[config.mk]
export PLATFORM = sky130hd
export DESIGN_NAME = fifo_reader
export DESIGN_NICKNAME = d
export VERILOG_FILES = /design/src/rtl/fifo_reader.sv
export SDC_FILE = /design/constraint.sdc
export NUM_CORES = 1
export LEC_CHECK = 0
export CAP_MARGIN = 20
export CORE_MARGIN = 4
export CORE_UTILIZATION = 45
export DETAILED_ROUTE_END_ITERATION = 6
export PLACE_DENSITY = 0.77
export SYNTH_ARGS = -nofsm -noshare
export SYNTH_HDL_FRONTEND = slang
export SYNTH_SLANG_ARGS = --single-unit
[constraint.sdc]
create_clock -name clk -period 2.1 [get_ports clk]
set_clock_uncertainty 0.2 [all_clocks]
set_input_delay 0.315 -clock clk [delete_from_list [all_inputs] [get_ports clk]]
set_output_delay 0.315 -clock clk [all_outputs]
set_load 0.01 [all_outputs]
[src/rtl/fifo_reader.sv]
// fifo_reader
//
// Read-side companion of the team FIFO. It pops words from the FIFO, packs
// WORDS consecutive words into one wide beat (first word in the least
// significant slot) and offers that beat on a valid/ready stream.
//
// Parameters:
//   WIDTH      FIFO word width
//   WORDS      FIFO words per output beat (>= 1)
//   CNT_WIDTH  width of the completed-beat counter (counter build only)
//
// Ports:
//   clk            sole clock, rising edge
//   reset          asynchronous, active-low reset
//   io_fifo_dout   FIFO head word, valid while io_fifo_empty = 0
//   io_fifo_empty  FIFO empty flag
//   io_fifo_pop    pop request to the FIFO (combinational)
//   io_out_data    packed beat (registered)
//   io_out_valid   beat available (registered)
//   io_out_ready   consumer accepts the beat
//   io_busy        a partial beat is being filled
//   io_beat_count  completed handshake count (only with FIFO_READER_COUNT_EN)
//
// Build option:
//   FIFO_READER_COUNT_EN  when defined, adds io_beat_count and its register.
module fifo_reader #(
  parameter int WIDTH     = 2,
  parameter int WORDS     = 4,
  parameter int CNT_WIDTH = 16
) (
  input  logic                   clk,
  input  logic                   reset,
  input  logic [WIDTH-1:0]       io_fifo_dout,
  input  logic                   io_fifo_empty,
  output logic                   io_fifo_pop,
  output logic [WIDTH*WORDS-1:0] io_out_data,
  output logic                   io_out_valid,
  input  logic                   io_out_ready,
  output logic                   io_busy
`ifdef FIFO_READER_COUNT_EN
  ,
  output logic [CNT_WIDTH-1:0]   io_beat_count
`endif
);

  localparam int IDX_W = (WORDS > 1) ? $clog2(WORDS) : 1;
  localparam logic [IDX_W-1:0] LAST_IDX = IDX_W'(WORDS - 1);

  typedef enum logic {
    FILL = 1'b0,
    HOLD = 1'b1
  } state_t;

  state_t                 state_q, state_d;
  logic [IDX_W-1:0]       idx_q, idx_d;
  logic [WIDTH*WORDS-1:0] data_q, data_d;
  logic                   pop;
  logic                   last_pop;

  // Pops are allowed while filling, or while holding a beat that the
  // consumer takes this cycle, so the next beat's fill overlaps the
  // handshake. Reset gates the pop so nothing is drained during reset.
  assign pop = reset && !io_fifo_empty && ((state_q == FILL) || io_out_ready);

  always_comb begin
    state_d  = state_q;
    idx_d    = idx_q;
    data_d   = data_q;
    last_pop = 1'b0;

    if (pop) begin
      data_d[idx_q*WIDTH +: WIDTH] = io_fifo_dout;
      if (idx_q == LAST_IDX) begin
        idx_d    = '0;
        last_pop = 1'b1;
      end else begin
        idx_d = idx_q + 1'b1;
      end
    end

    // A pop in HOLD can only complete a beat when WORDS = 1, in which case
    // the reader stays in HOLD and streams one beat per cycle.
    case (state_q)
      FILL:    if (last_pop) state_d = HOLD;
      HOLD:    if (io_out_ready) state_d = last_pop ? HOLD : FILL;
      default: state_d = FILL;
    endcase
  end

  // State, slot index and beat register. Reset throws away any words already
  // collected for a partial beat.
  always_ff @(posedge clk or negedge reset) begin
    if (!reset) begin
      state_q <= FILL;
      idx_q   <= '0;
      data_q  <= '0;
    end else begin
      state_q <= state_d;
      idx_q   <= idx_d;
      data_q  <= data_d;
    end
  end

  assign io_fifo_pop  = pop;
  assign io_out_data  = data_q;
  assign io_out_valid = (state_q == HOLD);
  assign io_busy      = (idx_q != '0);

`ifdef FIFO_READER_COUNT_EN
  logic [CNT_WIDTH-1:0] count_q, count_d;

  // Counts accepted beats; wraps naturally at 2^CNT_WIDTH.
  always_comb begin
    count_d = count_q;
    if (io_out_valid && io_out_ready) count_d = count_q + 1'b1;
  end

  always_ff @(posedge clk or negedge reset) begin
    if (!reset) count_q <= '0;
    else        count_q <= count_d;
  end

  assign io_beat_count = count_q;
`endif

endmodule

==> summary.md <==
| Metric | Value |
|---|---|
| Initial DRC count | `4` |
| Global-route wire length before repair | `between 2000 and 2500 um` |
| Clk root buf | `clkbuf_4` |
| Post-synthesis cell area | `between 600 and 700 um^2` |
| RSZ-0062 raised after global routing | `false` |
| Fmax | `533 MHz` |
| Clk slew on worst S/H paths | `about 0.070 ns` |
| Met1 Use GR | `18.8%` |
| Clk buf depth | `2` |
| # DRC | `0` |
| CP max FO | `2` |
| Ys flop type | `dfrtp_1` |
| DR vias/cell | `5.10` |
| Crit Path Class | `in -> out` |
| Fin util | `about two thirds` |
| Seq cells post-synth | `11` |
| M3 GR Usage | `around 3.6%` |
| Rows | `13` |
| Post-synthesis sequential area ratio | `~44%` |
| Hold_ws | `around 0.2 ns` |
| Clk sinks | `11` |
| Distinct cell type count after synthesis | `15` |
| Avg Synthesized Cell Area | `roughly 12 um^2` |
| Final #Nets | `91` |
| Crit path DAT | `approximately 1.4 ns` |
| DRT antenna net count | `0` |
| Commonest cells post-synth | `dfrtp_1, mux2_2, inv_1` |
| Tmin final | `approximately 1.9 ns` |
| Remaining global-route overflow | `0` |
| Vias in the first global route | `approximately 520` |
| Die area | `about 2000 um^2` |
| DIE WIDTH | `approximately 45 um` |
| Skew-Pair Late Insertion Delay | `approximately 0.27 ns` |
| Post-synth top area share | `about 44%` |
| Count leader, synth | `dfrtp_1` |
| Routed wire per std cell | `approximately 13 um` |
| H-tree Lvls | `1` |
| Largest net degree at the start of global routing | `12` |
| Outcome | `completed` |
| Synth area leaders | `dfrtp_1, mux2_2, ha_1` |
| Critical Path RT | `about 1.6 ns` |
| Post-DP HPWL | `968 um` |
| CP endpoint kind | `primary output` |
| PD cells | `approximately 1300 nW/um^2` |
| Mapped Cells | `53` |
| Die height | `roughly 45 um` |
| Num CTS Buffers | `3` |
| Final setup TNS | `0 ns` |
| R2R depth | `5` |
| Slew @ Worst Pin | `~0.26 ns` |
| Diode count | `0` |
| Final hold vios | `0` |
| Fillcell total | `106` |
| Initial Utilization | `~48%` |
| Worst Slack Setup Final | `0.223 ns` |
| Drt first pass iters | `4` |
| GR Layer Usage met2 | `roughly a quarter` |
| Input/output buffers | `16` |
| Area Growth Syn to Fin | `42.6%` |
| Final WL | `between 1000 and 1500 um` |
| Top Usage Layer GRT | `met2` |
| Synth Warn # | `0` |
| Asr flop ratio synth | `100%` |
| Leakage | `approximately 0.44 nW` |
| Final setup vio count | `0` |
| Syn nets | `between 60 and 70` |
| Initial antenna violation count | `0` |
| Cell taking the most area after synthesis | `dfrtp_1` |
| Final Max Tran Viols | `0` |
| Overall routing resource usage | `around 15%` |
| Core Area | `around 1300 um^2` |
| Max IR drop VDD | `roughly 0.76 mV` |
| Post-synth EDFFs | `0` |
| Crit path launch type | `input pin` |
| Pre-CTS setup slack | `-0.0488 ns` |
| Via count of the routed design | `approximately 480` |
| Period utilization | `around nine tenths` |
| IO Pins | `17` |
| HP Class | `in -> async` |
| Placer congestion estimate | `slightly below 0.8` |
| TritonCTS clock tree | `yes` |
| Slew HR | `between 80% and 90%` |
| Share of cells above drive strength 1 | `26.6%` |
| Max-cap viol count | `0` |
-- cell type report --
class,count,area [um^2],area share [%]
Clock buffer,4,26.3,2.97
Inverter,6,22.5,2.55
Multi-Input combinational cell,36,334,37.8
Sequential cell,11,275,31.2
Tap cell,15,18.8,2.12
Timing Repair Buffer,22,206,23.4
-- what timing repair did --
| item | 4_1_cts | 5_1_grt |
|---|---|---|
| hold buffers | 0 | 0 |
| endpoints found under the setup margin | 2 | 1 |
| setup buffers | 0 | 1 |
| resized for setup | 3 | 1 |
-- per-layer routing --
metal / up-vias / wire length, um
met3: 7 / 74
li1: 232 / -
met4: 0 / 45
met2: 14 / 616
met1: 226 / 526
met5: - / 0
-- logic make-up after synthesis --
family	Yosys count	synth area share, %
AND/OR/NAND/NOR	21	24.0
flip-flops	11	44.4
multiplexers	10	17.8
buffers and inverters	6	3.64
adder cells (fa/ha/maj)	5	10.1
-- cell usage in the layout, fill, tap and decap left out, types with 3 or more instances in the layout --
master and count:
clkdlybuf4s50_1 14, ha_1 4, inv_1 6, nor2_1 3, mux2_2 8, dfrtp_1 11
clkbuf_4 3, nand2_1 4, nand3_1 4, buf_4 6
-- per-stage QoR --
step | std cells | total power [W] | instance area, um^2
floorplan | 53 | 0.000722 | 619
global placement | 89 | 0.000969 | 836
detailed placement | 89 | 0.000988 | 836
CTS | 93 | 0.00118 | 873
global route | 94 | 0.00128 | 883
finish | 94 | 0.00119 | 883
-- where the power goes --
group | switching, W | leakage (nW) | internal [W] | total [W]
sequential | 0.0000459 | 0.147 | 0.000299 | 0.000345
combinational | 0.000305 | 0.277 | 0.000391 | 0.000696
clock | 0.0000727 | 0.0150 | 0.0000735 | 0.000146
total | 0.000424 | 0.438 | 0.000763 | 0.00119
-- worst paths after layout --
kind	from	end	slack (ns)
worst max-delay path	reset	io_fifo_pop	0.22
worst min-delay path	reset	io_out_data[7]	0.20
worst max register to register	idx_q[1]	io_out_data[3]	0.41
worst min register to register	io_out_data[4]	io_out_data[4]	0.31
max in group asynchronous	reset	io_out_data[2]	1.36
min in group clk	io_out_data[4]	io_out_data[4]	0.31
-- critical path: stages --
cell and delay, ns:
clkdlybuf4s50_1 0.50, nor2b_4 0.16, nand2_1 0.08, inv_1 0.05, dlygate4sd2_1 0.26
-- flip-flops by register name, indices dropped and copies added, names as in the netlist --
signal	count
io_out_valid	1
io_out_data	8
idx_q	2
Note: power is estimated with default switching activity, not from simulation.
==> patch 1, RTL diff (config.mk and constraints unchanged) <==
Set the parameter `WORDS` to 8 (it was 4).
--- a/src/rtl/fifo_reader.sv
+++ b/src/rtl/fifo_reader.sv
@@ -27,3 +27,3 @@
   parameter int WIDTH     = 2,
-  parameter int WORDS     = 4,
+  parameter int WORDS     = 8,
   parameter int CNT_WIDTH = 16
Ports: changed (resized io_out_data); port bits go from 17 to 25. The function was not compared with the original's and may differ.
==> patch 1 against the unedited design <==
  * Final cell count grew 51%
  * Fmax shrank 6.2%
  * Wire length grew 53%
  * Setup slack lost 130 ps
  * Critical path type is now reg -> out
  * Power grew 47%
  * Clock power grew 110%
  * Sequential cell count grew 9
  * Design area grew 54%
  * Worst hold slack lost 31 ps
  * Count of clock-buffer cells in the layout shrank 1
  * Non-clock buffer count grew 8
  * Area after synthesis grew 60%
==> patch 1: results <==
[global_route]
antenna_found_initial = 0
grt_start_max_net_pins = 21
global_route_wire_length_before_repair_mm = 3.35
globalRouteTotalUtil_pct = 15.8
grt_pass1_vias = 716

[setup_path]
timing.rr.end = "io_out_data[0]$_DFFE_PN0P_"
timing.critical_path.arrival_ps = 1490
worstSetupEndpoint = "io_busy"
timing.critical_path.fanout_max = 3
ff2ff_setup_slack_ps = 120
worst_r2r_path_depth = 6
crit_path_start = "idx_q[0]$_DFFE_PN0P_"

[synth]
postSynth.topFlopCell = "dfrtp_1"
synthesis.yosys.warnings = 0
synth_top_cells_by_area = "dfrtp_1 (50%), mux2_2 (16%), ha_1 (8.8%)"
synth.lib_cells_used.distinct = 20
netlist_top_cells_count = "dfrtp_1 (20), mux2_2 (14), ha_1 (7)"
syn_area_per_cell_um2 = 12.2
synth_compound_area_share_pct = 4.92
synth_fa_ha_area_share_pct = 8.83
post_synth_xor_area_fraction_pct = 0
async_reset_ff_share_pct = 100
synth.mux.area_fraction_pct = 17.9
sequential_fraction_of_the_synthesis_area_pct = 50.4
synth_fp_nets = 94

[final_layout]
fillerInstances = 150
layoutNonFillerInstCount = 142
final_net_count = 129
largest_register_ff_count = 16
drive_above_1_share_pct = 27.0

[sta]
fin_worst_hold_slack_ps = 170
final.min_clock_period_ps = 2000
tightest_slew_ps = 341

[clock_tree]
cts_inserted_buffers = 3
cts-root-to-sink-buffers = 2
ctsRootBufferMaster = "clkbuf_4"
worst_skew_pair_later_pin_latency_ps = 300
path_clk_slew_ps = 110

[power]
peakVddDrop_v = 0.000868
internal_power_w = 0.00116
power_leakage_nw = 0.671

[detailed_routing]
detail_route.wl_per_cell_um = 13.6
met3RoutedLength_um = 107
avgViaCountPerCell = 4.99
route.met2.wl_um = 876
route.layer.met1.wl_um = 925
detail_route.iter0.violations = 5

[placed_design]
placement.cell_area_mm2 = 0.00131
detailed_place_hpwl_mm = 1.47
numPortBuffers = 24
place.gp.congestion = 0.783
dpl_worst_slack_ps = -162

[status]
run_status = "completed"

[worst_hold_path]
holdCritPathClass = "in -> async"
patch 1: critical path, stage by stage (launching register included):
cell           delay (ps)
dfrtp_1               380
inv_2                  50
ha_1                  210
ha_1                  180
inv_1                  90
dlygate4sd2_1         270
patch 1: cell type report:
class / instances / area (µm²) / share of cell area, %
Multi-Input combinational cell: 54 / 465 / 34.2
Clock buffer: 3 / 22.5 / 1.65
Timing Repair Buffer: 30 / 283 / 20.8
Tap cell: 27 / 33.8 / 2.48
Sequential cell: 20 / 500 / 36.8
Inverter: 7 / 26.3 / 1.93
Clock inverter: 1 / 30.0 / 2.21
patch 1: routing by layer:
layer / track usage (%) / vias to the layer above
li1: - / 348
met5: 0 / -
met1: 22.4 / 333
met2: 23.6 / 24
met4: 7.29 / 0
met3: 2.68 / 4
patch 1: power groups by stage:
stage               clock network, W  registers [W]  logic, W
floorplan                          0       0.000660  0.000366
global placement                   0       0.000598  0.000832
detailed placement                 0       0.000601  0.000844
CTS                         0.000321       0.000597  0.000852
global route                0.000339       0.000614  0.000934
finish                      0.000312       0.000594  0.000844
patch 1: kinds of logic (layout without fill, tap and decap cells):
group | Yosys count | count (layout)
flip-flops | 20 | 20
buffers and inverters | 7 | 41
multiplexers | 16 | 16
adder cells (fa/ha/maj) | 7 | 7
AO/OA/AOI/OAI | 5 | 5
AND/OR/NAND/NOR | 26 | 26
patch 1: what timing repair did:
| item | 4_1_cts | 5_1_grt |
|---|---|---|
| buffers inserted | 0 | 0 |
| endpoints found under the setup margin | 2 | 0 |
| hold buffers | 0 | 0 |
| hold endpoints to repair | 0 | 0 |
| gates resized for setup | 2 | 0 |
==> patch 2, RTL diff (same settings) <==
Without the edit above. `data_q` no longer has a reset.
--- a/src/rtl/fifo_reader.sv
+++ b/src/rtl/fifo_reader.sv
@@ -95,3 +95,2 @@
       idx_q   <= '0;
-      data_q  <= '0;
     end else begin
@@ -99,4 +98,7 @@
       idx_q   <= idx_d;
-      data_q  <= data_d;
     end
+  end
+
+  always_ff @(posedge clk) begin
+    data_q <= data_d;
   end
Formal check against the unedited RTL: differs if reset is asserted again (counterexample within 4 cycles, from zero or initial values and one cycle with reset low); with reset held inactive, the same outputs for 10 cycles.
==> patch 2 against the unedited design <==
  * Non-clock buffer count decreased by 1
  * Sequential cell count unchanged
  * Design area decreased by 8.1%
  * Area after synthesis decreased by 9.7%
  * Critical endpoint is now io_busy
  * Register-to-register slack improved by 130 ps
  * Via count decreased by 15%
  * Synthesized cell count decreased by 15%
  * Wire length decreased by 18%
  * Setup slack got worse by 150 ps
  * Power decreased by 23%
==> patch 2: results <==
[status]
run_status = "completed"

[placed_design]
dpl_worst_slack_ps = -78.2
place_inst = 79
detailed_place_hpwl_um = 801
place.gp.congestion = 0.791

[detailed_routing]
detail_route.wl_per_cell_um = 12.3
route.met2.wl_um = 526
totalWireLength_mm = 1.04
met3RoutedLength_um = 88
first_pass_iters = 3
route.layer.met1.wl_um = 416
routed-via-count = 409
detail_route.iter0.violations = 9

[setup_path]
timing.rr.end = "idx_q[1]$_DFFE_PN0P_"
worst_r2r_path_depth = 4
ff2ff_setup_slack_ps = 540
beginning_of_the_worst_register_to_register_path = "io_out_valid$_DFF_PN0_"
worstSetupEndpoint = "io_busy"
timing.critical_path.arrival_ps = 1510

[synth]
synth_fp_nets = 56
synth_top_cells_by_area = "edfxtp_1 (43%), dfrtp_1 (13%), ha_1 (11%)"
synth_edf_count = 8
netlist_top_cells_count = "edfxtp_1 (8), nor2_1 (6), ha_1 (5)"
async_reset_ff_share_pct = 27.3
synth.lib_cells_used.distinct = 16
postSynth.topFlopCell = "edfxtp_1"

[power]
peakVddDrop_v = 0.000623
p_clk_share_pct = 15.4
switching_power_summed_over_all_nets_w = 0.000317
pg_clk_w = 0.000141
power_leakage_nw = 0.328

[global_route]
grt_start_max_net_pins = 8
globalRouteTotalUtil_pct = 12.4
global_route_wire_length_before_repair_mm = 1.70
grt_use_met2_pct = 23.0

[sta]
tightest_slew_ps = 204
fin_worst_hold_slack_ps = 138
final.setup.worst_slack_ps = 73.8

[clock_tree]
path_clk_slew_ps = 70

[final_layout]
drive_above_1_share_pct = 22.9
patch 2: cell types whose count changed after synthesis, moves of 2 or more:
cell      unedited run  this run
dfrtp_1             11         3
edfxtp_1             0         8
mux2_2               8         2
inv_1                6         3
nand2b_1             1         4
nand3_1              4         1
nor2_1               3         6
and2_2               0         2
and4bb_1             2         0
mux2i_1              2         0
nand2_1              4         2
nor3_1               2         4
patch 2: final cells by class:
cell class              instances  area [µm²]
clock buffers                   4        26.3
fillers                        94         329
inverters                       3        11.3
multi-input cells              31         245
flip-flops and latches         11         315
well taps                      14        17.5
repair buffers                 21         196
patch 2: what timing repair did:
| item | in CTS | in global routing |
|---|---|---|
| endpoints found under the hold margin | 0 | 0 |
| setup buffers | 1 | 0 |
| resized for setup | 2 | 2 |
| endpoints found under the setup margin | 2 | 1 |
| pin swaps | 0 | 0 |
| gates cloned | 0 | 0 |
patch 2: critical path, cell delays in order, from the launching register on:
cell and delay [ps]:
dfrtp_1 370, inv_1 110, ha_4 190, inv_1 50, clkdlybuf4s50_1 530
